`config.mk`:
```
export PLATFORM = sky130hd
export DESIGN_NAME = alu_cmd_sender_flat
export DESIGN_NICKNAME = d
export VERILOG_FILES = /design/src/rtl/alu_cmd_sender_pkg.sv /design/src/rtl/alu_cmd_sender_if.sv /design/src/rtl/alu_cmd_sender_rsp_timer.sv /design/src/rtl/alu_cmd_sender.sv /design/src/flat_wrapper.sv
export SDC_FILE = /design/constraint.sdc
export NUM_CORES = 1
export LEC_CHECK = 0
export ABC_AREA = 1
export BUFFER_PORTS_ARGS = -buffer_cell sky130_fd_sc_hd__buf_2
export CAP_MARGIN = 40
export CORE_MARGIN = 2
export CORE_UTILIZATION = 30
export DETAILED_ROUTE_END_ITERATION = 12
export PLACE_DENSITY_LB_ADDON = 0.1
export SLEW_MARGIN = 20
export SYNTH_ARGS = -nofsm -noshare
export SYNTH_HDL_FRONTEND = slang
export SYNTH_SLANG_ARGS = --single-unit
```
`constraint.sdc`:
```
create_clock -name i_clk -period 1.73 [get_ports i_clk]
set_clock_uncertainty 0.15 [all_clocks]
set_input_delay 0.0865 -clock i_clk [delete_from_list [all_inputs] [get_ports i_clk]]
set_output_delay 0.0865 -clock i_clk [all_outputs]
set_load 0.03 [all_outputs]
```
`src/rtl/alu_cmd_sender_pkg.sv`:
```
// ============================================================================
// alu_cmd_sender_pkg
// Shared state encoding, byte-slot indices and default opcode width.
// Revision: 1.0
// ============================================================================
`default_nettype none

package alu_cmd_sender_pkg;

  localparam int NB_OP_DEFAULT = 6;

  typedef enum logic [1:0] {
    ST_IDLE     = 2'd0,
    ST_SEND     = 2'd1,
    ST_WAIT_TX  = 2'd2,
    ST_WAIT_RSP = 2'd3
  } state_e;

  localparam logic [1:0] IDX_A  = 2'd0;
  localparam logic [1:0] IDX_B  = 2'd1;
  localparam logic [1:0] IDX_OP = 2'd2;

endpackage

`default_nettype wire

```
`src/rtl/alu_cmd_sender_if.sv`:
```
// ============================================================================
// alu_cmd_sender_if
// Request, UART tx/rx and response signals of the ALU command sender.
// Revision: 1.0
// ============================================================================
`default_nettype none

interface alu_cmd_sender_if #(
  parameter int NB_DATA = 8,
  parameter int NB_OP   = alu_cmd_sender_pkg::NB_OP_DEFAULT
) ();

  logic               i_req_valid;
  logic               o_req_ready;
  logic [NB_DATA-1:0] i_req_a;
  logic [NB_DATA-1:0] i_req_b;
  logic [NB_OP-1:0]   i_req_op;
  logic [NB_DATA-1:0] o_tx_data;
  logic               o_tx_start;
  logic               i_tx_done;
  logic               i_rx_valid;
  logic [NB_DATA-1:0] i_rx_data;
  logic               o_rsp_valid;
  logic [NB_DATA-1:0] o_rsp_data;
  logic               o_rsp_timeout;
  logic               o_busy;

  modport slave (
    input  i_req_valid, i_req_a, i_req_b, i_req_op, i_tx_done, i_rx_valid, i_rx_data,
    output o_req_ready, o_tx_data, o_tx_start, o_rsp_valid, o_rsp_data, o_rsp_timeout, o_busy
  );

  modport master (
    output i_req_valid, i_req_a, i_req_b, i_req_op, i_tx_done, i_rx_valid, i_rx_data,
    input  o_req_ready, o_tx_data, o_tx_start, o_rsp_valid, o_rsp_data, o_rsp_timeout, o_busy
  );

endinterface

`default_nettype wire

```
`src/rtl/alu_cmd_sender_rsp_timer.sv`:
```
// ============================================================================
// alu_cmd_sender_rsp_timer
// Clear/enable response counter; o_expired flags the last allowed cycle.
// Revision: 1.0
// ============================================================================
`default_nettype none

module alu_cmd_sender_rsp_timer #(
  parameter int TIMEOUT_CYCLES = 50000
) (
  input  logic i_clk,
  input  logic i_reset_n,
  input  logic i_clr,
  input  logic i_en,
  output logic o_expired
);

  localparam int                 NB_TIMER = $clog2(TIMEOUT_CYCLES);
  localparam logic [NB_TIMER-1:0] LAST    = NB_TIMER'(TIMEOUT_CYCLES - 1);

  logic [NB_TIMER-1:0] cnt_q, cnt_d;

  // The owner leaves its wait state on expiry, so the count never wraps.
  always_comb begin
    cnt_d = cnt_q;
    if (i_clr) begin
      cnt_d = '0;
    end else if (i_en) begin
      cnt_d = cnt_q + NB_TIMER'(1);
    end
  end

  always_ff @(posedge i_clk or negedge i_reset_n) begin
    if (!i_reset_n) begin
      cnt_q <= '0;
    end else begin
      cnt_q <= cnt_d;
    end
  end

  assign o_expired = i_en && (cnt_q == LAST);

endmodule

`default_nettype wire

```
`src/rtl/alu_cmd_sender.sv`:
```
// ============================================================================
// alu_cmd_sender
// Sends A, B, OP as three UART bytes, then returns the result byte or a timeout.
// Revision: 1.0
// ============================================================================
`default_nettype none

module alu_cmd_sender
  import alu_cmd_sender_pkg::*;
#(
  parameter int NB_DATA        = 8,
  parameter int NB_OP          = NB_OP_DEFAULT,
  parameter int TIMEOUT_CYCLES = 50000
) (
  input  logic            i_clk,
  input  logic            i_reset_n,
  alu_cmd_sender_if.slave bus
);

  state_e             state_q, state_d;
  logic [1:0]         idx_q, idx_d;
  logic [NB_DATA-1:0] a_q, a_d;
  logic [NB_DATA-1:0] b_q, b_d;
  logic [NB_OP-1:0]   op_q, op_d;
  logic [NB_DATA-1:0] tx_data_q, tx_data_d;
  logic               tx_start_q, tx_start_d;
  logic [NB_DATA-1:0] rsp_data_q, rsp_data_d;
  logic               rsp_valid_q, rsp_valid_d;
  logic               rsp_timeout_q, rsp_timeout_d;
  logic               timer_clr;
  logic               timer_en;
  logic               timer_expired;
  logic [NB_DATA-1:0] cur_byte;

  always_comb begin
    cur_byte = NB_DATA'(op_q);
    case (idx_q)
      IDX_A:   cur_byte = a_q;
      IDX_B:   cur_byte = b_q;
      default: cur_byte = NB_DATA'(op_q);
    endcase
  end

  assign timer_en = (state_q == ST_WAIT_RSP);

  alu_cmd_sender_rsp_timer #(
    .TIMEOUT_CYCLES(TIMEOUT_CYCLES)
  ) u_rsp_timer (
    .i_clk    (i_clk),
    .i_reset_n(i_reset_n),
    .i_clr    (timer_clr),
    .i_en     (timer_en),
    .o_expired(timer_expired)
  );

  always_comb begin
    state_d       = state_q;
    idx_d         = idx_q;
    a_d           = a_q;
    b_d           = b_q;
    op_d          = op_q;
    tx_data_d     = tx_data_q;
    tx_start_d    = 1'b0;
    rsp_data_d    = rsp_data_q;
    rsp_valid_d   = 1'b0;
    rsp_timeout_d = 1'b0;
    timer_clr     = 1'b0;

    case (state_q)
      ST_IDLE: begin
        if (bus.i_req_valid) begin
          a_d     = bus.i_req_a;
          b_d     = bus.i_req_b;
          op_d    = bus.i_req_op;
          idx_d   = IDX_A;
          state_d = ST_SEND;
        end
      end
      ST_SEND: begin
        tx_data_d  = cur_byte;
        tx_start_d = 1'b1;
        state_d    = ST_WAIT_TX;
      end
      ST_WAIT_TX: begin
        if (bus.i_tx_done) begin
          if (idx_q == IDX_OP) begin
            timer_clr = 1'b1;
            state_d   = ST_WAIT_RSP;
          end else begin
            idx_d   = idx_q + 2'd1;
            state_d = ST_SEND;
          end
        end
      end
      ST_WAIT_RSP: begin
        // A result arriving on the expiry cycle takes precedence over the timeout.
        if (bus.i_rx_valid) begin
          rsp_data_d  = bus.i_rx_data;
          rsp_valid_d = 1'b1;
          state_d     = ST_IDLE;
        end else if (timer_expired) begin
          rsp_timeout_d = 1'b1;
          state_d       = ST_IDLE;
        end
      end
      default: state_d = ST_IDLE;
    endcase
  end

  always_ff @(posedge i_clk or negedge i_reset_n) begin
    if (!i_reset_n) begin
      state_q       <= ST_IDLE;
      idx_q         <= IDX_A;
      a_q           <= '0;
      b_q           <= '0;
      op_q          <= '0;
      tx_data_q     <= '0;
      tx_start_q    <= 1'b0;
      rsp_data_q    <= '0;
      rsp_valid_q   <= 1'b0;
      rsp_timeout_q <= 1'b0;
    end else begin
      state_q       <= state_d;
      idx_q         <= idx_d;
      a_q           <= a_d;
      b_q           <= b_d;
      op_q          <= op_d;
      tx_data_q     <= tx_data_d;
      tx_start_q    <= tx_start_d;
      rsp_data_q    <= rsp_data_d;
      rsp_valid_q   <= rsp_valid_d;
      rsp_timeout_q <= rsp_timeout_d;
    end
  end

  assign bus.o_req_ready   = (state_q == ST_IDLE);
  assign bus.o_busy        = (state_q != ST_IDLE);
  assign bus.o_tx_data     = tx_data_q;
  assign bus.o_tx_start    = tx_start_q;
  assign bus.o_rsp_valid   = rsp_valid_q;
  assign bus.o_rsp_data    = rsp_data_q;
  assign bus.o_rsp_timeout = rsp_timeout_q;

endmodule

`default_nettype wire

```
`src/flat_wrapper.sv`:
```
// flat-port wrapper written by rule: the top's interface ports become plain ports
module alu_cmd_sender_flat import alu_cmd_sender_pkg::*;
#(
  parameter int NB_DATA        = 8,
  parameter int NB_OP          = NB_OP_DEFAULT,
  parameter int TIMEOUT_CYCLES = 50000
)
  (i_clk, i_reset_n, bus_i_req_valid, bus_i_req_a, bus_i_req_b, bus_i_req_op, bus_i_tx_done, bus_i_rx_valid, bus_i_rx_data, bus_o_req_ready, bus_o_tx_data, bus_o_tx_start, bus_o_rsp_valid, bus_o_rsp_data, bus_o_rsp_timeout, bus_o_busy);
  alu_cmd_sender_if #(.NB_DATA(NB_DATA), .NB_OP(NB_OP)) bus_i ();
  input  logic i_clk;
  input  logic i_reset_n;
  input wire logic [$bits(bus_i.i_req_valid)-1:0] bus_i_req_valid;
  input wire logic [$bits(bus_i.i_req_a)-1:0] bus_i_req_a;
  input wire logic [$bits(bus_i.i_req_b)-1:0] bus_i_req_b;
  input wire logic [$bits(bus_i.i_req_op)-1:0] bus_i_req_op;
  input wire logic [$bits(bus_i.i_tx_done)-1:0] bus_i_tx_done;
  input wire logic [$bits(bus_i.i_rx_valid)-1:0] bus_i_rx_valid;
  input wire logic [$bits(bus_i.i_rx_data)-1:0] bus_i_rx_data;
  output wire logic [$bits(bus_i.o_req_ready)-1:0] bus_o_req_ready;
  output wire logic [$bits(bus_i.o_tx_data)-1:0] bus_o_tx_data;
  output wire logic [$bits(bus_i.o_tx_start)-1:0] bus_o_tx_start;
  output wire logic [$bits(bus_i.o_rsp_valid)-1:0] bus_o_rsp_valid;
  output wire logic [$bits(bus_i.o_rsp_data)-1:0] bus_o_rsp_data;
  output wire logic [$bits(bus_i.o_rsp_timeout)-1:0] bus_o_rsp_timeout;
  output wire logic [$bits(bus_i.o_busy)-1:0] bus_o_busy;
  assign bus_i.i_req_valid = bus_i_req_valid;
  assign bus_i.i_req_a = bus_i_req_a;
  assign bus_i.i_req_b = bus_i_req_b;
  assign bus_i.i_req_op = bus_i_req_op;
  assign bus_i.i_tx_done = bus_i_tx_done;
  assign bus_i.i_rx_valid = bus_i_rx_valid;
  assign bus_i.i_rx_data = bus_i_rx_data;
  assign bus_o_req_ready = bus_i.o_req_ready;
  assign bus_o_tx_data = bus_i.o_tx_data;
  assign bus_o_tx_start = bus_i.o_tx_start;
  assign bus_o_rsp_valid = bus_i.o_rsp_valid;
  assign bus_o_rsp_data = bus_i.o_rsp_data;
  assign bus_o_rsp_timeout = bus_i.o_rsp_timeout;
  assign bus_o_busy = bus_i.o_busy;
  alu_cmd_sender #(.NB_DATA(NB_DATA), .NB_OP(NB_OP), .TIMEOUT_CYCLES(TIMEOUT_CYCLES)) u_core (.i_clk(i_clk), .i_reset_n(i_reset_n), .bus(bus_i));
endmodule
```
After elaboration in Yosys (flattened, before gate mapping)
Cells that the tools add are included.
{"block": "totals", "ff_bits": 61, "elab_cells": 55, "inputBits": 35, "out_inout_bits": 21}
{"block": "op_classes", "n_eq_ne": 10, "mux": 22, "n_reduce_logical": 10, "add_sub_neg": 2}
{"op": "$mux 16", "n": 2}
{"op": "$add 16x1->16 const B", "n": 1}
{"op": "$eq 16x16->1 const B", "n": 1}
{"op": "$mux 2", "n": 8}
{"op": "$pmux 8 s2", "n": 1}
{"op": "$mux 1", "n": 9}
{"op": "$pmux 2 s4", "n": 1}
{"op": "$eq 2x2->1 const B", "n": 3}
{"op": "$ne 2x2->1 const B", "n": 3}
{"op": "$reduce_bool 2->1", "n": 3}
{"op": "$eq 2x1->1 const B", "n": 2}
{"op": "$logic_not 2->1", "n": 2}
{"op": "$pmux 2 s2", "n": 1}
{"op": "$reduce_and 2->1", "n": 2}
{"op": "$reduce_and 4->1", "n": 1}
{"op": "$ne 3x2->1 const B", "n": 1}
{"op": "$reduce_and 3->1", "n": 1}
{"op": "$add 2x1->2 const B", "n": 1}
{"op": "$logic_and 1x1->1", "n": 1}

Longest topological paths before layout
{"block": "depth", "word_depth": 5, "ltp_mapped": 10}

Hierarchy
A second synthesis with hierarchy kept.
{"block": "hier_totals", "cells_unflattened": 369, "hier_area_um2": 2950.3}
{"mod": "alu_cmd_sender", "n_inst": 1, "cells_each": 240, "seq_area_each_um2": 1126.1, "area_each_um2": 2003.2}
{"mod": "alu_cmd_sender_rsp_timer", "n_inst": 1, "cells_each": 129, "seq_area_each_um2": 400.4, "area_each_um2": 947.2}

Worst setup path after synthesis
Ideal clock, no wire load.
{"block": "synth_timing", "path_type": "flip-flop to flip-flop", "startpoint": "register u_core.state_q[1]", "endpoint": "register u_core.a_q[0]", "path_buffers": 1, "arrival_ns": 1.265, "setup_ns": 0.125, "setup_slack_ns": 0.190, "stages_incl_launch_ff": 5, "required_ns": 1.455, "synth_period_minus_slack_ns": 1.540, "path_cell_list": "dfrtp_1 nor2_4 nand2_1 buf_6 mux2_2"}
{"block": "synth_via", "elab_chain_len": 2}
{"element": "from (decl)", "line_no": "alu_cmd_sender.sv:20", "rtl": "state_e state_q, state_d;"}
{"element": "from (signal assigned)", "line_no": "alu_cmd_sender.sv:123", "rtl": "state_q <= state_d;"}
{"element": "$logic_not 2->1"}
{"element": "named net bus_o_req_ready", "line_no": "flat_wrapper.sv:19", "rtl": "output wire logic [$bits(bus_i.o_req_ready)-1:0] bus_o_req_ready;"}
{"element": "$reduce_and 2->1 (no line)"}
{"element": "to (signal assigned)", "line_no": "alu_cmd_sender.sv:114", "rtl": "a_q <= '0;"}
{"element": "to (signal assigned)", "line_no": "alu_cmd_sender.sv:125", "rtl": "a_q <= a_d;"}
{"element": "to (decl)", "line_no": "alu_cmd_sender.sv:22", "rtl": "logic [NB_DATA-1:0] a_q, a_d;"}
The timed path passes the listed nets, and every way through them passes these cells.
A chain may end at the register's enable or synchronous reset.

Worst setup path in the final report
{"block": "layout_timing", "startpoint": "register u_core.idx_q[0]", "endpoint": "register u_core.u_rsp_timer.cnt_q[13]"}
{"block": "layout_via", "elab_chain_len": 5, "elab_cells_between_ends": 6, "cone_classes": "eq/ne: 1; mux: 4; reduce/logical: 1"}
{"element": "from (decl)", "line_no": "alu_cmd_sender.sv:21", "rtl": "logic [1:0] idx_q, idx_d;"}
{"element": "from (signal assigned)", "line_no": "alu_cmd_sender.sv:124", "rtl": "idx_q <= idx_d;"}
{"element": "$eq 2x2->1 *", "line_no": "alu_cmd_sender.sv:86", "rtl": "if (idx_q == IDX_OP) begin"}
{"element": "$mux 1 *", "line_no": "alu_cmd_sender.sv:86"}
{"element": "$mux 1 *", "line_no": "alu_cmd_sender.sv:85", "rtl": "if (bus.i_tx_done) begin"}
{"element": "$mux 1 *", "line_no": "alu_cmd_sender.sv:69", "rtl": "case (state_q)"}
{"element": "$mux 16 / $reduce_bool 2->1 (equally long branches)"}
{"element": "to (signal assigned)", "line_no": "alu_cmd_sender_rsp_timer.sv:37", "rtl": "cnt_q <= cnt_d;"}
{"element": "to (decl)", "line_no": "alu_cmd_sender_rsp_timer.sv:21", "rtl": "logic [NB_TIMER-1:0] cnt_q, cnt_d;"}
Every way passes the cells marked *; elsewhere a longest branch is shown, timed or not.

==> results.toml <==
[status]
status = "finished, final reports clean"

[logic_synthesis]
yosysSeqAreaShare_pct = 53.9
syn_area_per_cell_um2 = 8.90
ys_types = 23
ys.flop_type = "dfrtp_1"
synth_edf_count = 0
async_flop_share_pct = 100
synth_seq_cells = 61
synth_area_um2 = 2830
yosys-top-cells-area = "dfrtp_1, nand2_1, mux2_2"
synth_common_cells = "nand2_1, dfrtp_1, nor2_1"
yosysWarnings = 0
synth_top_area_share_pct = 53.9
synth_top_area_cell = "dfrtp_1"
synthCells = 318
syn_nets = 357
yosysMostFrequentCell = "nand2_1"

[worst_setup_path]
crit_fanout = 4
worstSetupStartpointType = "register"
crit_chain = "inv_1 -> ha_1 -> nand2_2 -> a21oi_4 -> nand2_1 -> o21ai_0 -> nand2_1 -> nor2_1"
cpMaxStageDelayCell = "dfrtp_1"
cp.required_ns = 1.85
timing.rr.start = "u_core.idx_q[0]"
rr_endpoint = "u_core.u_rsp_timer.cnt_q[13]"
crit_buf_inv = 1
reg2reg_slack_ns = 0.15
path_delay_family = "flip-flops"
worstSetupEndpointType = "register"
arrival_ns = 1.70
setup.worst_path.class = "register to register"
reg2regPathDepth = 8
slowest_delay_ns = 0.41
cpMostUsedCell = "nand2_1"

[finish]
area_growth_pct = 38.3
drive_gt1_share_pct = 27.6
fin_cells = 545
nets = 468
fin_util_pct = 42.6
antennaDiodeCount = 0

[timing]
setup_viol = 0
fin_crit_ns = 1.58
max_freq_mhz = 634
hold_viol = 0
setup_tns_ns = 0
fin_crit_sh_pct = 91.2
finalMaxSlewViolations = 0
slew_headroom_pct = 64.0
worst_pin_slew_ns = 0.540
hold_slack_ns = 0.105

[power_and_ir_drop]
p_int_w = 0.00368
total_power_w = 0.00611
clkPwrFrac_pct = 21.4
p_per_area_nw_per_um2 = 1560
p_leak_nw = 1.92
p_seq_share_pct = 38.6
switching_share_pct = 39.8
p_switching_w = 0.00243
pwr-share-comb_pct = 40.1
peakVddDrop_mv = 0.634

[die]
die_w_um = 101
die_area_um2 = 10200
initial_core_util_pct = 30.8
rows = 35
dieHeight_um = 101
ios = 56
coreArea_um2 = 9200

[cts]
cts_inserted_buffers = 9
clockBufferDepth = 2
path_clk_slew_ns = 0.08
clk_latency_ns = 0.34
numClockSinks = 61
h-tree-depth = 3
cts_tree = "done"
cts-root-buf = "clkbuf_8"

[detailed_routing]
wl_per_cell_um = 13.0
via_count = 2431
via_per_inst = 4.46
routed_wl_um = 7090
dr.pass1.iters = 4
initialDrtViolationCount = 63
drc = 0
ant_nets = 0

[placement]
port_buffers = 55
hpwl_um = 4940
place.gp.congestion = 0.830
dp.cells = 491

[job]
drv_cap = 0

[global_routing]
grt_max_degree = 23
grt-ovfl-total = 0
grt_pass1_wl_um = 11400
antenna_found_initial = 0
grt_pass1_vias = 2465
grt_use_total_pct = 14.3

[worst_hold_path]
hp-class = "primary input to async pin"
==> routing by layer <==
| metal | vias up | share of wire, % | track usage (%) |
|---|---|---|---|
| li1 | 1240 | - | - |
| met1 | 1141 | 46 | 17.4 |
| met2 | 44 | 49 | 25.0 |
| met3 | 6 | 3.4 | 3.45 |
| met4 | 0 | 1.1 | 4.68 |
| met5 | - | 0 | 0 |
==> state kept, by name (all words and copies together) (netlist names) <==
name,count
u_core.state_q,2
u_core.a_q,8
u_core.bus.o_tx_start,1
u_core.bus.o_tx_data,8
u_core.bus.o_rsp_valid,1
u_core.u_rsp_timer.cnt_q,16
u_core.op_q,6
u_core.idx_q,2
u_core.bus.o_rsp_timeout,1
u_core.bus.o_rsp_data,8
u_core.b_q,8
==> repair_timing <==
item | in CTS | in global routing
gates resized for setup | 0 | 5
hold buffers | 34 | 0
setup buffers | 0 | 4
endpoints found under the hold margin | 96 | 0
setup endpoints to repair | 0 | 5
==> worst reg2reg max path: cells and delay by family, from the launching register on <==
kind	cells	cell delay (ns)
buffers and inverters	1	0.09
flip-flops	1	0.41
AND/OR/NAND/NOR	4	0.32
AO/OA/AOI/OAI	2	0.36
adder cells (fa/ha/maj)	1	0.19
==> cell usage in the layout, fill, tap and decap left out, types with 2 or more instances in the layout <==
master and count:
nor2_1 44, buf_12 3, clkinv_4 3, dlygate4sd3_1 34, inv_1 29, a21boi_0 2, inv_2 4, a21oi_1 15
buf_2 55, o21ai_0 10, clkbuf_8 9, nor3_1 4, nand3_1 13, nand4_1 2, clkinv_2 2, nor2_2 2
ha_1 4, a31oi_1 7, mux2_2 22, nand2_2 2, dfrtp_1 61, buf_4 14, a22oi_1 2, nand2_1 85
==> logic make-up (layout without fill, tap and decap cells) <==
logic type	Yosys count	after routing	synth area share [%]
buffers and inverters	39	155	6.10
AO/OA/AOI/OAI	39	39	7.87
flip-flops	61	61	53.9
adder cells (fa/ha/maj)	4	4	1.77
multiplexers	22	22	8.75
AND/OR/NAND/NOR	153	153	21.6
==> final cells by class <==
| cell class | count | area, um2 |
|---|---|---|
| multi-input combinational | 218 | 1150 |
| fill | 931 | 5280 |
| timing repair buffer | 106 | 781 |
| inverter | 33 | 124 |
| clock buffer | 9 | 124 |
| tap | 111 | 139 |
| sequential | 61 | 1530 |
| clock inverter | 7 | 75.1 |
==> how the worst max path moves through the flow <==
stage | cells after the start | end | slack (ns) | startpoint
floorplan | 4 | u_core.a_q[0] | 0.19 | u_core.state_q[1]
CTS | 10 | u_core.u_rsp_timer.cnt_q[12] | 0.10 | u_core.idx_q[0]
detailed placement | 10 | u_core.u_rsp_timer.cnt_q[12] | 0.12 | u_core.idx_q[0]
finish | 8 | u_core.u_rsp_timer.cnt_q[13] | 0.15 | u_core.idx_q[0]
global route | 8 | u_core.u_rsp_timer.cnt_q[6] | -0.01 | u_core.u_rsp_timer.cnt_q[1]
global placement | 9 | u_core.u_rsp_timer.cnt_q[9] | 0.15 | u_core.idx_q[0]
==> power groups by stage <==
stage / Sequential, W / Combinational [W] / Clock (W)
finish: 0.00236 / 0.00245 / 0.00130
global route: 0.00244 / 0.00271 / 0.00139
CTS: 0.00236 / 0.00246 / 0.00134
detailed placement: 0.00238 / 0.00239 / 0
global placement: 0.00238 / 0.00235 / 0
floorplan: 0.00272 / 0.00124 / 0
==> metrics by stage <==
step	setup slack, ns	area, um2
6_report	0.153	3920
5_1_grt	-0.0113	3920
4_1_cts	0.102	3870
3_5_place_dp	0.122	3330
3_3_place_gp	0.147	3330
2_1_floorplan	0.190	2830
(Power assumes the default switching activity.)
